### config.mk
export PLATFORM = sky130hd
export DESIGN_NAME = rr_arbiter4
export DESIGN_NICKNAME = d
export VERILOG_FILES = /design/src/rtl/arb_pkg.sv /design/src/rtl/rr_arbiter4_grant_decoder.sv /design/src/rtl/rr_arbiter4.sv
export SDC_FILE = /design/constraint.sdc
export NUM_CORES = 1
export LEC_CHECK = 0
export BUFFER_PORTS_ARGS = -buffer_cell sky130_fd_sc_hd__buf_2
export CAP_MARGIN = 20
export CORE_UTILIZATION = 30
export DETAILED_ROUTE_END_ITERATION = 10
export GPL_ROUTABILITY_DRIVEN = 0
export PLACE_DENSITY = 0.57
export SKIP_CTS_REPAIR_TIMING = 1
export SLEW_MARGIN = 20
export SYNTH_ARGS = -nofsm -noshare
export SYNTH_HDL_FRONTEND = slang
export SYNTH_SLANG_ARGS = --single-unit
### constraint.sdc
create_clock -name clk -period 4.2 [get_ports clk]
set_input_delay 0.63 -clock clk [delete_from_list [all_inputs] [get_ports clk]]
set_output_delay 0.63 -clock clk [all_outputs]
set_load 0.03 [all_outputs]
### src/rtl/arb_pkg.sv
// Shared definitions for the rr_arbiter4 round-robin arbiter.
//   NUM_REQ     : number of requesters (4)
//   IDX_W       : width of a binary requester index (2)
//   state_t     : arbiter FSM state encoding (IDLE, BUSY)
//   rr_next_idx : round-robin priority search starting just after the last owner
package arb_pkg;

  localparam int NUM_REQ = 4;
  localparam int IDX_W   = 2;

  typedef enum logic {
    IDLE = 1'b0,
    BUSY = 1'b1
  } state_t;

  // Returns the first set bit of req searching from last+1 upward, wrapping
  // modulo NUM_REQ. The 2-bit addition wraps naturally, so k = NUM_REQ lands
  // back on last itself, giving the last owner the lowest priority. The
  // caller only uses the result when req is nonzero.
  function automatic logic [IDX_W-1:0] rr_next_idx(
    input logic [NUM_REQ-1:0] req,
    input logic [IDX_W-1:0]   last
  );
    logic [IDX_W-1:0] idx;
    logic [IDX_W-1:0] cand;
    logic             found;
    idx   = last;
    found = 1'b0;
    for (int k = 1; k <= NUM_REQ; k++) begin
      cand = last + IDX_W'(k);
      if (!found && req[cand]) begin
        idx   = cand;
        found = 1'b1;
      end
    end
    return idx;
  endfunction

endpackage

### src/rtl/rr_arbiter4_grant_decoder.sv
// grant_decoder: combinational 2-to-4 one-hot decoder with enable.
//   idx    : binary index of the selected requester
//   en     : when low the output is all zeros
//   onehot : one-hot decode of idx (at most one bit set)
module grant_decoder
  import arb_pkg::*;
(
  input  logic [IDX_W-1:0]   idx,
  input  logic               en,
  output logic [NUM_REQ-1:0] onehot
);

  // Each bit compares against its own constant, so two bits can never be
  // set at once.
  for (genvar gi = 0; gi < NUM_REQ; gi++) begin : g_dec
    assign onehot[gi] = en && (idx == IDX_W'(gi));
  end

endmodule

### src/rtl/rr_arbiter4.sv
// rr_arbiter4: four-requester round-robin arbiter with a hold-time limit.
// One owner at a time holds a registered grant; ownership ends when the
// owner drops its request or after MAX_HOLD cycles, whichever comes first.
// Every grant is followed by one idle cycle before the next grant.
//   MAX_HOLD  : max consecutive grant cycles per owner (2..255)
//   CNT_W     : hold counter width, MAX_HOLD <= 2**CNT_W - 1
//   clk       : clock, rising edge
//   rst       : synchronous active-high reset
//   req       : level request vector, bit i = requester i
//   gnt       : one-hot grant, zero when there is no owner
//   gnt_idx   : index of the current or most recent owner
//   gnt_valid : high while gnt is nonzero
//   timeout   : one-cycle pulse on forced release
module rr_arbiter4
  import arb_pkg::*;
#(
  parameter int MAX_HOLD = 16,
  parameter int CNT_W    = 8
) (
  input  logic               clk,
  input  logic               rst,
  input  logic [NUM_REQ-1:0] req,
  output logic [NUM_REQ-1:0] gnt,
  output logic [IDX_W-1:0]   gnt_idx,
  output logic               gnt_valid,
  output logic               timeout
);

  localparam logic [CNT_W-1:0] HOLD_LAST = CNT_W'(MAX_HOLD - 1);

  state_t             state_q, state_d;
  logic [IDX_W-1:0]   idx_q, idx_d;
  logic [IDX_W-1:0]   last_q, last_d;
  logic [CNT_W-1:0]   cnt_q, cnt_d;
  logic               valid_q, valid_d;
  logic               timeout_q, timeout_d;
  logic [NUM_REQ-1:0] req_clean;

  // Only a definite 1 counts as a request; X or Z in simulation reads as 0.
  for (genvar gi = 0; gi < NUM_REQ; gi++) begin : g_req
    assign req_clean[gi] = (req[gi] === 1'b1);
  end

  always_comb begin
    state_d   = state_q;
    idx_d     = idx_q;
    last_d    = last_q;
    cnt_d     = cnt_q;
    valid_d   = valid_q;
    timeout_d = 1'b0;
    case (state_q)
      IDLE: begin
        if (|req_clean) begin
          idx_d   = rr_next_idx(req_clean, last_q);
          valid_d = 1'b1;
          cnt_d   = '0;
          state_d = BUSY;
        end
      end
      BUSY: begin
        // Release is checked first so a drop on the final hold cycle
        // ends ownership quietly, without a timeout pulse.
        if (!req_clean[idx_q]) begin
          valid_d = 1'b0;
          last_d  = idx_q;
          state_d = IDLE;
        end else if (cnt_q == HOLD_LAST) begin
          valid_d   = 1'b0;
          last_d    = idx_q;
          timeout_d = 1'b1;
          state_d   = IDLE;
        end else begin
          cnt_d = cnt_q + CNT_W'(1);
        end
      end
      default: begin
        state_d = IDLE;
        valid_d = 1'b0;
      end
    endcase
  end

  always_ff @(posedge clk) begin
    if (rst) begin
      state_q   <= IDLE;
      idx_q     <= '0;
      last_q    <= '1;  // points at requester 3, so requester 0 wins first
      cnt_q     <= '0;
      valid_q   <= 1'b0;
      timeout_q <= 1'b0;
    end else begin
      state_q   <= state_d;
      idx_q     <= idx_d;
      last_q    <= last_d;
      cnt_q     <= cnt_d;
      valid_q   <= valid_d;
      timeout_q <= timeout_d;
    end
  end

  grant_decoder u_grant_decoder (
    .idx    (idx_q),
    .en     (valid_q),
    .onehot (gnt)
  );

  assign gnt_idx   = idx_q;
  assign gnt_valid = valid_q;
  assign timeout   = timeout_q;

endmodule

; Yosys cells after proc, flatten, opt, wreduce, memory -nomap -nowiden
; Index checks and enable logic that the tools add are counted.
[classes]
n_addsub = 4
order_cmp = 5
n_eq_ne = 13
n_mux = 38
bitwise_logic = 2
reduce_logical = 17
[ops]
columns = op, count
row1 = $mux 8, 3
row2 = $mux 1, 21
row3 = $pmux 8 s2, 1
row4 = $lt 2x3->1 const B, 5
row5 = $mux 2, 6
row6 = $bmux 1 s2, 5
row7 = $add 8x1->8 const B, 1
row8 = $eq 8x4->1 const B, 1
row9 = $logic_and 1x1->1, 7
row10 = $reduce_and 2->1, 3
row11 = $add 2x2->2 const B, 2
row12 = $eq 2x2->1 const B, 2
row13 = $eqx 1x1->1 const B, 4
row14 = $ne 2x1->1 const B, 2
row15 = $ne 2x2->1 const B, 2
row16 = $pmux 1 s2, 2
row17 = $reduce_or 4->1, 1
row18 = $logic_not 1->1, 3
row19 = $ne 3x2->1 const B, 1
row20 = $reduce_and 3->1, 1
row21 = $reduce_or 3->1, 1
row22 = $add 2x1->2 const B, 1
row23 = $eq 2x1->1 const B, 1
row24 = $logic_not 2->1, 1
row25 = $not 1->1, 2
[word_totals]
register_bits = 15
in_bits = 6
output_inout_bits = 8
elab_cells = 85

; Depth between registers and ports, before layout
[depth]
depth_word = 19
ltp_mapped = 5
depth_no_buf = 5

; By module
; A second synthesis with hierarchy kept.
[unflattened]
hier_cells = 94
area_unflattened_um2 = 837.1
[modules_own_cells]
columns = module, instances, cells_per_inst, area_each_um2, seq_area_each_um2
row1 = rr_arbiter4, 1, 90, 799.5, 300.3
row2 = grant_decoder, 1, 4, 37.5, 0.0

; Worst setup path after synthesis
; Ideal clock, no wire load.
[synth_timing]
kind = reg-to-output
startpoint = reg idx_q[0], in the netlist gnt_idx[0]
endpoint = out gnt[0]
arrival_time_ns = 1.348
required_ns = 3.570
setup_slack_ns = 2.222
stages_incl_launch_ff = 3
path_buffers = 1
path_cell_list = dfxtp_1 clkbuf_1 nor3b_1
[synth_between]
elab_chain_len = 2
[synth_lines]
columns = element, line_no
row1 = "start, declared", rr_arbiter4.sv:32  ; logic [IDX_W-1:0] idx_q, idx_d;
row2 = "start signal, assigned", rr_arbiter4.sv:93  ; idx_q <= idx_d;
row3 = $logic_not 2->1, rr_arbiter4_grant_decoder.sv:16  ; assign onehot[gi] = en && (idx == IDX_W'(gi));
row4 = $logic_and 1x1->1, rr_arbiter4_grant_decoder.sv:16
row5 = "end, declared", rr_arbiter4.sv:23  ; output logic [NUM_REQ-1:0] gnt,
; No other way between the ends.

; Final worst setup path
[layout_timing]
startpoint = reg idx_q[0], in the netlist gnt_idx[0]
endpoint = out gnt[3]
[layout_between]
elab_chain_len = 2
[layout_lines]
columns = element, line_no
row1 = $eq 2x2->1, rr_arbiter4_grant_decoder.sv:16
row2 = $logic_and 1x1->1, rr_arbiter4_grant_decoder.sv:16
; No other way between the ends.

==> flow_metrics.tcl <==
set metrics [dict create \
    slew_headroom 0.703 \
    grt_max_degree 12 \
    nets 113 \
    async_reset_ff_frac 0 \
    synth_top_area_cell "dfxtp_1" \
    synth_top_cell_area_share 0.385 \
    final.period_utilization 0.422 \
    initial_core_util 0.318 \
    path_delay_family "flip-flops" \
    wire_per_inst_um 11.9 \
    rows 18 \
    crit_fanout 9 \
    die_w_um 53.0 \
    yosysMostFrequentCell "dfxtp_1" \
    crit_buf_inv 1 \
    synth_ff_type "dfxtp_1" \
    portBuffers 13 \
    peakVddDrop_mv 0.178 \
    synth-edff-count 0 \
    root_buffer "clkbuf_4" \
    drc 0 \
    finalSetupViolCount 0 \
    drive_gt1_frac 0.219 \
    area_delta_synth_final_pct 14.9 \
    grt_overflow 0 \
    rsz0062_at_grt "no" \
    status "finished clean" \
    fp.dieArea_um2 2810 \
    finalCoreUtilization 0.365 \
    power_density_nw_per_um2 342 \
    core_um2 2450 \
    ys_ff_latch 15 \
    max-cap-violations 0 \
    ctsLongestPathBuffers 2 \
    syn-num-nets 98 \
    die_h_um 53.0 \
    hold_violations 0 \
    vias_per_cell 5.24 \
    firstDrtPassIters 4 \
    crit_path_end_kind "primary output" \
    synthTopCellsByCount "dfxtp_1 (15), a21oi_1 (8), nor2_1 (8), nand2_1 (7)" \
    grt_pass1_wl_um 2790 \
    clock_latency_ps 280 \
    clock.fmax_ghz 0.564 \
    cts_tree "built" \
    slowest_delay_ps 490 \
    ys_top_cells_by_area "dfxtp_1 (39%), a21oi_1 (5.1%), nand2b_1 (4.0%), nor2_1 (3.9%), nand2_1 (3.4%)" \
    routed_wl_um 1610 \
    syn_inst 91 \
    clock-sinks 15 \
    synth_cell_types 33 \
    grt_pass1_vias 639 \
    finalCriticalPeriod_ps 1770 \
    track_usage 0.139 \
    power_leakage_nw 0.339 \
    synth_warnings 0 \
    clk_pin_slew_ps 90 \
    crit_slowest_cell "dfxtp_1" \
    syn_avg_cell_area_um2 8.57 \
    cp-start-kind "register" \
    cp.arrival_ps 1140 \
    report.final.slew_viol_count 0 \
    detail-route-antenna-nets 0 \
    synthesis.area_um2 779 \
    cts_made_buffers 3 \
    crit_chain "and3_1 -> buf_2" \
    fillers 254 \
    grt_antenna_before_repair 0 \
    dp_hpwl_um 1200 \
    finalSetupTns_ps 0 \
    cts-htree-levels 1 \
    worst-setup-path-type "reg -> out" \
    io_pins 14 \
    num_vias 708 \
    drtIter0Drc 7 \
    diodes 0 \
    synth_seq_area_share 0.385 \
    cp.required_ps 3570 \
    worstMarginPinSlew_ps 441 \
    clock_skew_ps 1.53 \
    hold_class "reg -> reg" \
]
[power by group]
| group | switching, W | internal [W] | total (W) |
|---|---|---|---|
| Clock | 0.0000467 | 0.0000369 | 0.0000836 |
| Sequential | 0.0000133 | 0.000150 | 0.000163 |
| Combinational | 0.0000361 | 0.0000235 | 0.0000596 |
| Total | 0.0000961 | 0.000210 | 0.000306 |
[cell type report]
type | count | area (µm²) | share of cell area
Sequential cell | 15 | 300 | 0.335
Tap cell | 30 | 37.5 | 0.0419
Timing Repair Buffer | 13 | 65.1 | 0.0726
Multi-Input combinational cell | 71 | 459 | 0.513
Inverter | 2 | 7.51 | 0.00838
Clock buffer | 4 | 26.3 | 0.0293
[worst paths after layout]
path	from	endpoint	slack [ps]	depth (start not counted)
hold reg to reg	cnt_q[7]$_SDFFE_PP0P_	cnt_q[7]$_SDFFE_PP0P_	500	2
setup / recovery	gnt_idx[0]$_SDFFE_PP0P_	gnt[3]	2430	2
hold / removal	cnt_q[7]$_SDFFE_PP0P_	cnt_q[7]$_SDFFE_PP0P_	500	2
setup reg to reg	gnt_idx[1]$_SDFFE_PP0P_	last_q[0]$_SDFFE_PP1P_	2430	4
[sequential cells by signal (all words and copies together), names as in the netlist]
register	flops
cnt_q	8
gnt_idx	2
gnt_valid	1
last_q	2
state_q	1
timeout	1
[layer usage]
metal / global-route usage / vias up / part of all wire
met3: 0.0603 / 2 / 0.049
met5: 0 / - / 0
li1: - / 364 / -
met4: 0.0263 / 0 / 0.0093
met1: 0.168 / 327 / 0.49
met2: 0.228 / 15 / 0.46
[layout by cell type, fill, tap and decap left out, types with 2 or more instances in the layout]
cell type  synthesis  routed
xor2_1             2       2
and3_1             2       2
nand4_1            2       2
a21oi_1            8       8
dfxtp_1           15      15
inv_1              2       2
or3_1              3       3
clkbuf_4           0       3
nand3_1            4       4
or2_2              3       3
o21ai_0            5       5
nor2_1             8       8
nand2_1            7       7
o211ai_1           2       2
nand2b_1           5       5
a211oi_1           2       2
a211o_1            2       2
buf_2              1      13
and4_1             2       2
[metrics by stage]
| step | cells | setup slack, ps | area [µm²] | hold WS (ps) | power (W) |
|---|---|---|---|---|---|
| after global placement | 131 | 2200 | 870 | 475 | 0.000226 |
| final | 135 | 2430 | 896 | 497 | 0.000306 |
| after global routing | 135 | 2270 | 896 | 515 | 0.000325 |
| after CTS | 135 | 2400 | 896 | 498 | 0.000311 |
| after floorplan | 91 | 2220 | 779 | 453 | 0.000209 |
| after detailed placement | 131 | 2200 | 870 | 483 | 0.000227 |
[worst register-to-register path: stages (launching register included)]
cell,delay (ps)
dfxtp_1,470
mux4_2,620
o21ai_1,170
nand2_1,100
a211o_1,310
[cells by family (layout without fill, tap and decap cells)]
| family | Yosys count | count (layout) | synth area share |
|---|---|---|---|
| and+or+nand+nor | 41 | 41 | 0.284 |
| AOI/OAI and AO/OA | 25 | 25 | 0.223 |
| DFF | 15 | 15 | 0.385 |
| buffers and inverters | 5 | 19 | 0.0257 |
| xor gates and xnor gates | 2 | 2 | 0.0225 |
| muxes | 2 | 2 | 0.0433 |
| adders and majority gates | 1 | 1 | 0.0160 |
No activity file was read; power rests on OpenSTA's default activity.
